File: config.mk
export PLATFORM = sky130hd
export DESIGN_NAME = serial_add_sub10
export DESIGN_NICKNAME = d
export VERILOG_FILES = /design/src/rtl/snake_pkg.sv /design/src/rtl/FULLADDER.sv /design/src/rtl/serial_add_sub10.sv
export SDC_FILE = /design/constraint.sdc
export NUM_CORES = 1
export LEC_CHECK = 0
export BUFFER_PORTS_ARGS = -buffer_cell sky130_fd_sc_hd__buf_2
export CAP_MARGIN = 20
export CORE_MARGIN = 2
export CORE_UTILIZATION = 55
export DETAILED_ROUTE_END_ITERATION = 8
export GPL_TIMING_DRIVEN = 0
export PLACE_DENSITY = 0.86
export SYNTH_ARGS = -nofsm -noshare
export SYNTH_HDL_FRONTEND = slang
export SYNTH_SLANG_ARGS = --single-unit
File: constraint.sdc
create_clock -name clk -period 1.7 [get_ports clk]
set_input_delay 0.085 -clock clk [delete_from_list [all_inputs] [get_ports clk]]
set_output_delay 0.085 -clock clk [all_outputs]
set_load 0.03 [all_outputs]
File: src/rtl/snake_pkg.sv
// snake_pkg: shared constants and FSM state type for the snake datapath
//   COORD_W         coordinate/score width
//   OP_ADD, OP_SUB  add/subtract opcode values
//   serState        FSM states of the bit-serial add/subtract unit
package snake_pkg;
    localparam int COORD_W = 10;
    localparam logic OP_ADD = 1'b0;
    localparam logic OP_SUB = 1'b1;
    typedef enum logic [1:0] {IDLE, SHIFT, FIN} serState;
endpackage

File: src/rtl/FULLADDER.sv
// FULLADDER: single-bit full adder used as the serial bit-slice
//   A, B  in   operand bits
//   Ci    in   carry in
//   Co    out  carry out
//   SUM   out  sum bit
module FULLADDER (
    input  logic A,
    input  logic B,
    input  logic Ci,
    output logic Co,
    output logic SUM
);
    assign SUM = A ^ B ^ Ci;
    assign Co  = (A & B) | (Ci & (A ^ B));
endmodule

File: src/rtl/serial_add_sub10.sv
// serial_add_sub10: bit-serial add/subtract, one bit per clock, LSB first
//   clk     in   system clock, rising edge
//   resetn  in   asynchronous active-low reset
//   start   in   request, sampled only while idle
//   op      in   0 = a+b, 1 = a-b (captured with start)
//   a, b    in   operands (captured with start)
//   busy    out  operation in progress
//   done    out  one-cycle pulse when result is valid
//   result  out  sum/difference mod 2^WIDTH, held until the next done
//   cout    out  add: carry out; sub: 1 = no borrow
//   zero    out  result == 0
module serial_add_sub10
    import snake_pkg::*;
#(
    parameter int WIDTH = COORD_W
) (
    input  logic             clk,
    input  logic             resetn,
    input  logic             start,
    input  logic             op,
    input  logic [WIDTH-1:0] a,
    input  logic [WIDTH-1:0] b,
    output logic             busy,
    output logic             done,
    output logic [WIDTH-1:0] result,
    output logic             cout,
    output logic             zero
);
    localparam int CNT_W = $clog2(WIDTH + 1);

    serState state;
    logic [WIDTH-1:0] aSr, bSr, resSr;
    logic [CNT_W-1:0] bitCnt;
    logic carry, faCo, faSum;

    FULLADDER uFa (.A(aSr[0]), .B(bSr[0]), .Ci(carry), .Co(faCo), .SUM(faSum));

    always_ff @(posedge clk or negedge resetn) begin
        if (!resetn) begin
            state  <= IDLE;
            aSr    <= '0;
            bSr    <= '0;
            resSr  <= '0;
            bitCnt <= '0;
            carry  <= 1'b0;
            busy   <= 1'b0;
            done   <= 1'b0;
            result <= '0;
            cout   <= 1'b0;
            zero   <= 1'b0;
        end else begin
            done <= 1'b0;
            case (state)
                IDLE: if (start) begin
                    aSr    <= a;
                    // subtraction runs as a + ~b + 1: invert b and seed the carry
                    bSr    <= b ^ {WIDTH{op}};
                    carry  <= (op == OP_SUB);
                    bitCnt <= '0;
                    busy   <= 1'b1;
                    state  <= SHIFT;
                end
                SHIFT: begin
                    resSr  <= {faSum, resSr[WIDTH-1:1]};
                    carry  <= faCo;
                    aSr    <= aSr >> 1;
                    bSr    <= bSr >> 1;
                    bitCnt <= bitCnt + CNT_W'(1);
                    if (bitCnt == CNT_W'(WIDTH - 1)) state <= FIN;
                end
                FIN: begin
                    result <= resSr;
                    cout   <= carry;
                    zero   <= (resSr == '0);
                    done   <= 1'b1;
                    busy   <= 1'b0;
                    state  <= IDLE;
                end
                default: state <= IDLE;
            endcase
        end
    end
endmodule
# Word level (Yosys, flattened, before mapping)

Cells that the tools add are included.

Register bits after elaboration: 51
Bits of input ports: 24
Output and inout bits: 14
Logic and storage cells: 44

$add $sub $neg: 1
Equal/unequal tests: 5
Muxes and demuxes: 14
Bitwise operators: 6
Reductions and logical operators: 7

Operators by type and width:

| operator              | count |
|---|---|
| $pmux W10 S2          | 2 |
| $mux W10              | 2 |
| $logic_not A10 Y1     | 1 |
| $xor A10 B10 Y10      | 1 |
| $pmux W4 S2           | 1 |
| $reduce_and A2 Y1     | 3 |
| $add A4 B1 Y4 const B | 1 |
| $eq A4 B4 Y1 const B  | 1 |
| $mux W2               | 2 |
| $mux W4               | 1 |
| $ne A2 B2 Y1 const B  | 2 |
| $pmux W1 S2           | 2 |
| $pmux W2 S2           | 1 |
| $reduce_bool A2 Y1    | 2 |
| $mux W1               | 3 |
| $and A1 B1 Y1         | 2 |
| $eq A2 B1 Y1 const B  | 1 |
| $eq A2 B2 Y1 const B  | 1 |
| $logic_not A2 Y1      | 1 |
| $xor A1 B1 Y1         | 2 |
| $or A1 B1 Y1          | 1 |

# Logic depth before layout (Yosys ltp)

Word-level depth: 4
Depth in mapped cells: 6
Mapped depth without buffers: 5

# Modules after synthesis

Synthesis repeated with hierarchy kept, for this count alone.

Cells, all modules: 227
Area, all modules: 2387.3 sq um

Modules (own cells, without submodules):

| module           | times used | cells an instance | area each (sq um) | seq. area each (sq um) |
|---|---|---|---|---|
| serial_add_sub10 | 1          | 226               | 2367.3            | 1276.2 |
| FULLADDER        | 1          | 1                 | 20.0              | 0.0 |

# Worst setup path before layout

OpenSTA, ideal clock, no wires.

Path type: flip-flop to flip-flop
From: register state[0]
To: register bSr[1]
Setup time: 0.090 ns
Data arrival time: 1.152 ns
Data required time: 1.610 ns
Setup slack: 0.457 ns
Cell stages (with the launch flop): 5
Path buffers: 2
Period minus slack after synthesis: 1.243 ns
Cells stage by stage: dfrtp_1 > buf_6 > or3b_1 > buf_6 > o221ai_1

Cells in the longest elaborated chain, start to end: 3
Elaborated cells between the ends (all ways): 6
Classes of those cells: 2 x eq/ne; 1 x mux; 3 x reduce/logical

RTL lines:

| item                                                         | RTL line               | text |
|---|---|---|
| start, declared                                              | serial_add_sub10.sv:31 | `serState state;` |
| start signal, assigned                                       | serial_add_sub10.sv:40 | `state <= IDLE;` |
| start signal, assigned                                       | serial_add_sub10.sv:61 | `state <= SHIFT;` |
| start signal, assigned                                       | serial_add_sub10.sv:69 | `if (bitCnt == CNT_W'(WIDTH - 1)) state <= FIN;` |
| $eq A2 B1 Y1 or $logic_not A2 Y1 (tied branches)             | serial_add_sub10.sv:53 | `case (state)` |
| $reduce_bool A2 Y1 (no line) or $ne A2 B2 Y1 (tied branches) | n/a                    |  |
| $reduce_and A2 Y1 (no line)                                  | n/a                    |  |
| end signal, assigned                                         | serial_add_sub10.sv:57 | `bSr <= b ^ {WIDTH{op}};` |
| end signal, assigned                                         | serial_add_sub10.sv:67 | `bSr <= bSr >> 1;` |
| end, declared                                                | serial_add_sub10.sv:32 | `logic [WIDTH-1:0] aSr, bSr, resSr;` |

Parallel ways exist; a longest one is shown, timed or not.
A chain may end at the register's enable or synchronous reset.

# Worst setup path in the final report

From: register state[0]
To: register aSr[0]

Cells in the longest elaborated chain, start to end: 3
Elaborated cells between the ends (all ways): 6
Classes of those cells: 2 x eq/ne; 1 x mux; 3 x reduce/logical

RTL lines:

| item                                                         | RTL line               | text |
|---|---|---|
| $eq A2 B1 Y1 or $logic_not A2 Y1 (tied branches)             | serial_add_sub10.sv:53 |  |
| $reduce_bool A2 Y1 (no line) or $ne A2 B2 Y1 (tied branches) | n/a                    |  |
| $reduce_and A2 Y1 (no line)                                  | n/a                    |  |
| end signal, assigned                                         | serial_add_sub10.sv:66 | `aSr <= aSr >> 1;` |
| end, declared                                                | serial_add_sub10.sv:32 |  |

Parallel ways exist; a longest one is shown, timed or not.

==> flow_summary.json <==
{
  "power_switching_uw": 1700,
  "power_uw": 4450,
  "timing.fmax_mhz": 692,
  "clockPowerShare_pct": 19.8,
  "grt_util_met2_pct": 34.2,
  "clock_path_buffers": 2,
  "slowest_delay_ps": 390,
  "port_buffers": 37,
  "antenna_found_initial": 0,
  "synth_nets": 255,
  "hold_class": "primary input to flip-flop",
  "yosysTopAreaCell": "dfrtp_1",
  "initial_core_util_pct": 57.8,
  "grt-busiest-layer": "met2",
  "p_per_area_mw_per_mm2": 1620,
  "setup.worst_path.class": "flip-flop to flip-flop",
  "clk_latency_ps": 320,
  "routabilityCongestion": 0.749,
  "grtUsageTotal_pct": 21.0,
  "dieWidth_um": 69.3,
  "layout-drive-gt1-share_pct": 24.4,
  "maxSlewHeadroom_pct": 69.1,
  "overflow": 0,
  "met3_usage_pct": 4.36,
  "irDropWorstVdd_mv": 0.854,
  "rsz0062_at_grt": "no",
  "p_leak_uw": 0.00135,
  "swShare_pct": 38.2,
  "required_ps": 1890,
  "nets": 301,
  "critPathTopFamily": "buffers and inverters",
  "drc": 0,
  "synth_edf_count": 0,
  "finalHoldViolCount": 0,
  "status": "complete, no violations",
  "fin_crit_sh_pct": 85.0,
  "finalSetupViolations": 0,
  "cts-root-buf": "clkbuf_8",
  "synthCells": 228,
  "tightestPinTransition_ps": 463,
  "fill_cells": 303,
  "multi_input_comb_area_um2": 968,
  "cts_hold_buf": 1,
  "vias": 1812,
  "first_pass_iters": 4,
  "synth_top_flop_cell": "dfrtp_1",
  "synth_seq_cells": 51,
  "htree_levels": 2,
  "netlist_area_mm2": 0.00235,
  "die_h_um": 69.3,
  "drt_iter0_drc": 177,
  "std_cell_rows": 23,
  "synth_cell_types": 32,
  "cts_inserted_buffers": 5,
  "cts.clk_slew.worst_paths_ps": 100,
  "ant_nets": 0,
  "synth_top_area_share_pct": 54.4,
  "cp_data_arrival_time_ps": 1630,
  "seq_area_mm2": 0.00128,
  "avgRoutedWirePerCell_um": 14.1,
  "p_int_uw": 2750,
  "dieArea_mm2": 0.00481,
  "cpMaxStageDelayCell": "dfrtp_1",
  "cp_num_buf_inv": 3,
  "ys_async_sr_fraction_pct": 100,
  "post_cts_buffers": 0,
  "use_met1_pct": 27.6,
  "maxCapViolCount": 0,
  "clock-sinks": 51,
  "min_period_ps": 1440,
  "fin_util_pct": 67.6,
  "end_kind": "flip-flop",
  "startpoint_type": "flip-flop",
  "design.core.area_mm2": 0.00406,
  "antenna_cells": 0,
  "most-common-layout-cells": "nand2_1, dfrtp_1, buf_2, o21ai_0, a21oi_1",
  "yosysWarnings": 0,
  "path_cells": "buf_6, nor2b_1, clkbuf_1, buf_4, a22oi_1, o21ai_0",
  "fin_tns_setup_ps": 0,
  "grt_first_pass_wirelength_um": 8160,
  "cts_resized": 0,
  "vias_per_cell": 5.58,
  "yosys-top-cells-area": "dfrtp_1, nand2_1, mux2_2",
  "combPwrFrac_pct": 34.8,
  "syn2layout_area_growth_pct": 16.8,
  "grt_pass1_vias": 1818,
  "finClkSkew_ps": 10.1,
  "io_pins": 38,
  "cts_tree": "yes",
  "dpl.hpwl_um": 3130,
  "seq_area_frac_synth_pct": 54.4,
  "grt_max_degree": 41,
  "drt-total-wl_um": 4570,
  "seqPwrFrac_pct": 45.4,
  "slew_viol_final": 0,
  "crit_fanout": 10,
  "avgSynthCellArea_um2": 10.3
}
worst min-delay path: cells and delay by family:
kind,cells,cell delay (ps)
compound gates,2,170
buf+inv,1,70
cells in the mapped netlist, types with 2 or more instances:
cell / count
a21oi_1: 14
a22oi_1: 12
and2b_1: 2
buf_2: 4
buf_6: 3
clkbuf_1: 7
dfrtp_1: 51
ha_1: 2
inv_1: 4
mux2_2: 11
nand2_1: 51
nand3_1: 3
nor2_1: 6
nor2b_1: 11
nor4_1: 2
o211ai_1: 2
o21ai_0: 15
o221ai_1: 6
xnor2_1: 9
power groups by stage:
stage	clock network, µW	registers (µW)	logic [µW]
floorplan	0	2160	977
global placement	0	2010	1500
detailed placement	0	2040	1560
CTS	885	2020	1570
global route	927	2100	1780
finish	881	2020	1550
routing by layer:
metal | vias up | wire (µm)
met2 | 55 | 2240
met1 | 872 | 2000
met4 | 0 | 82
met3 | 8 | 251
li1 | 877 | -
met5 | - | 0
state kept, by name, summed over array words and instances, names as in the netlist:
name    count
done        1
aSr        10
result     10
bitCnt      4
zero        1
resSr      10
carry       1
busy        1
bSr        10
state       2
cout        1
per-stage QoR:
stage | area (µm²) | setup WS [ps] | hold WS (ps) | std cells
4_1_cts | 2740 | 249 | 50.7 | 325
6_report | 2740 | 256 | 42.8 | 325
5_1_grt | 2740 | 136 | 74.8 | 325
2_1_floorplan | 2350 | 457 | -211 | 228
3_3_place_gp | 2590 | 322 | 359 | 315
3_5_place_dp | 2620 | 267 | -17.3 | 316
path summary, 6_finish.rpt:
check	from	to	slack (ps)	depth (start not counted)
min	a[2]	aSr[2]	40	3
min reg2reg	zero	zero	500	2
min in group asynchronous	resetn	result[9]	160	2
max in group asynchronous	resetn	aSr[1]	1040	3
max reg2reg	state[0]	aSr[0]	260	6
max	state[0]	aSr[0]	260	6
final cells by class:
type / instances / area share, %
plain buffers: 15 / 3.19
multi-input cells: 158 / 35.3
flip-flops and latches: 51 / 46.6
clock buffers: 5 / 2.51
well taps: 50 / 2.28
clock inverters: 3 / 1.73
repair buffers: 39 / 7.85
inverters: 4 / 0.548
logic make-up after synthesis:
family / Yosys count / synth area share, %
xor+xnor: 10 / 3.73
compound gates: 54 / 14.7
mux: 11 / 5.28
flops: 51 / 54.4
buf+inv: 19 / 4.37
fa+ha+maj: 3 / 1.92
simple gates: 80 / 15.6
Note: power is estimated with default switching activity, not from simulation.
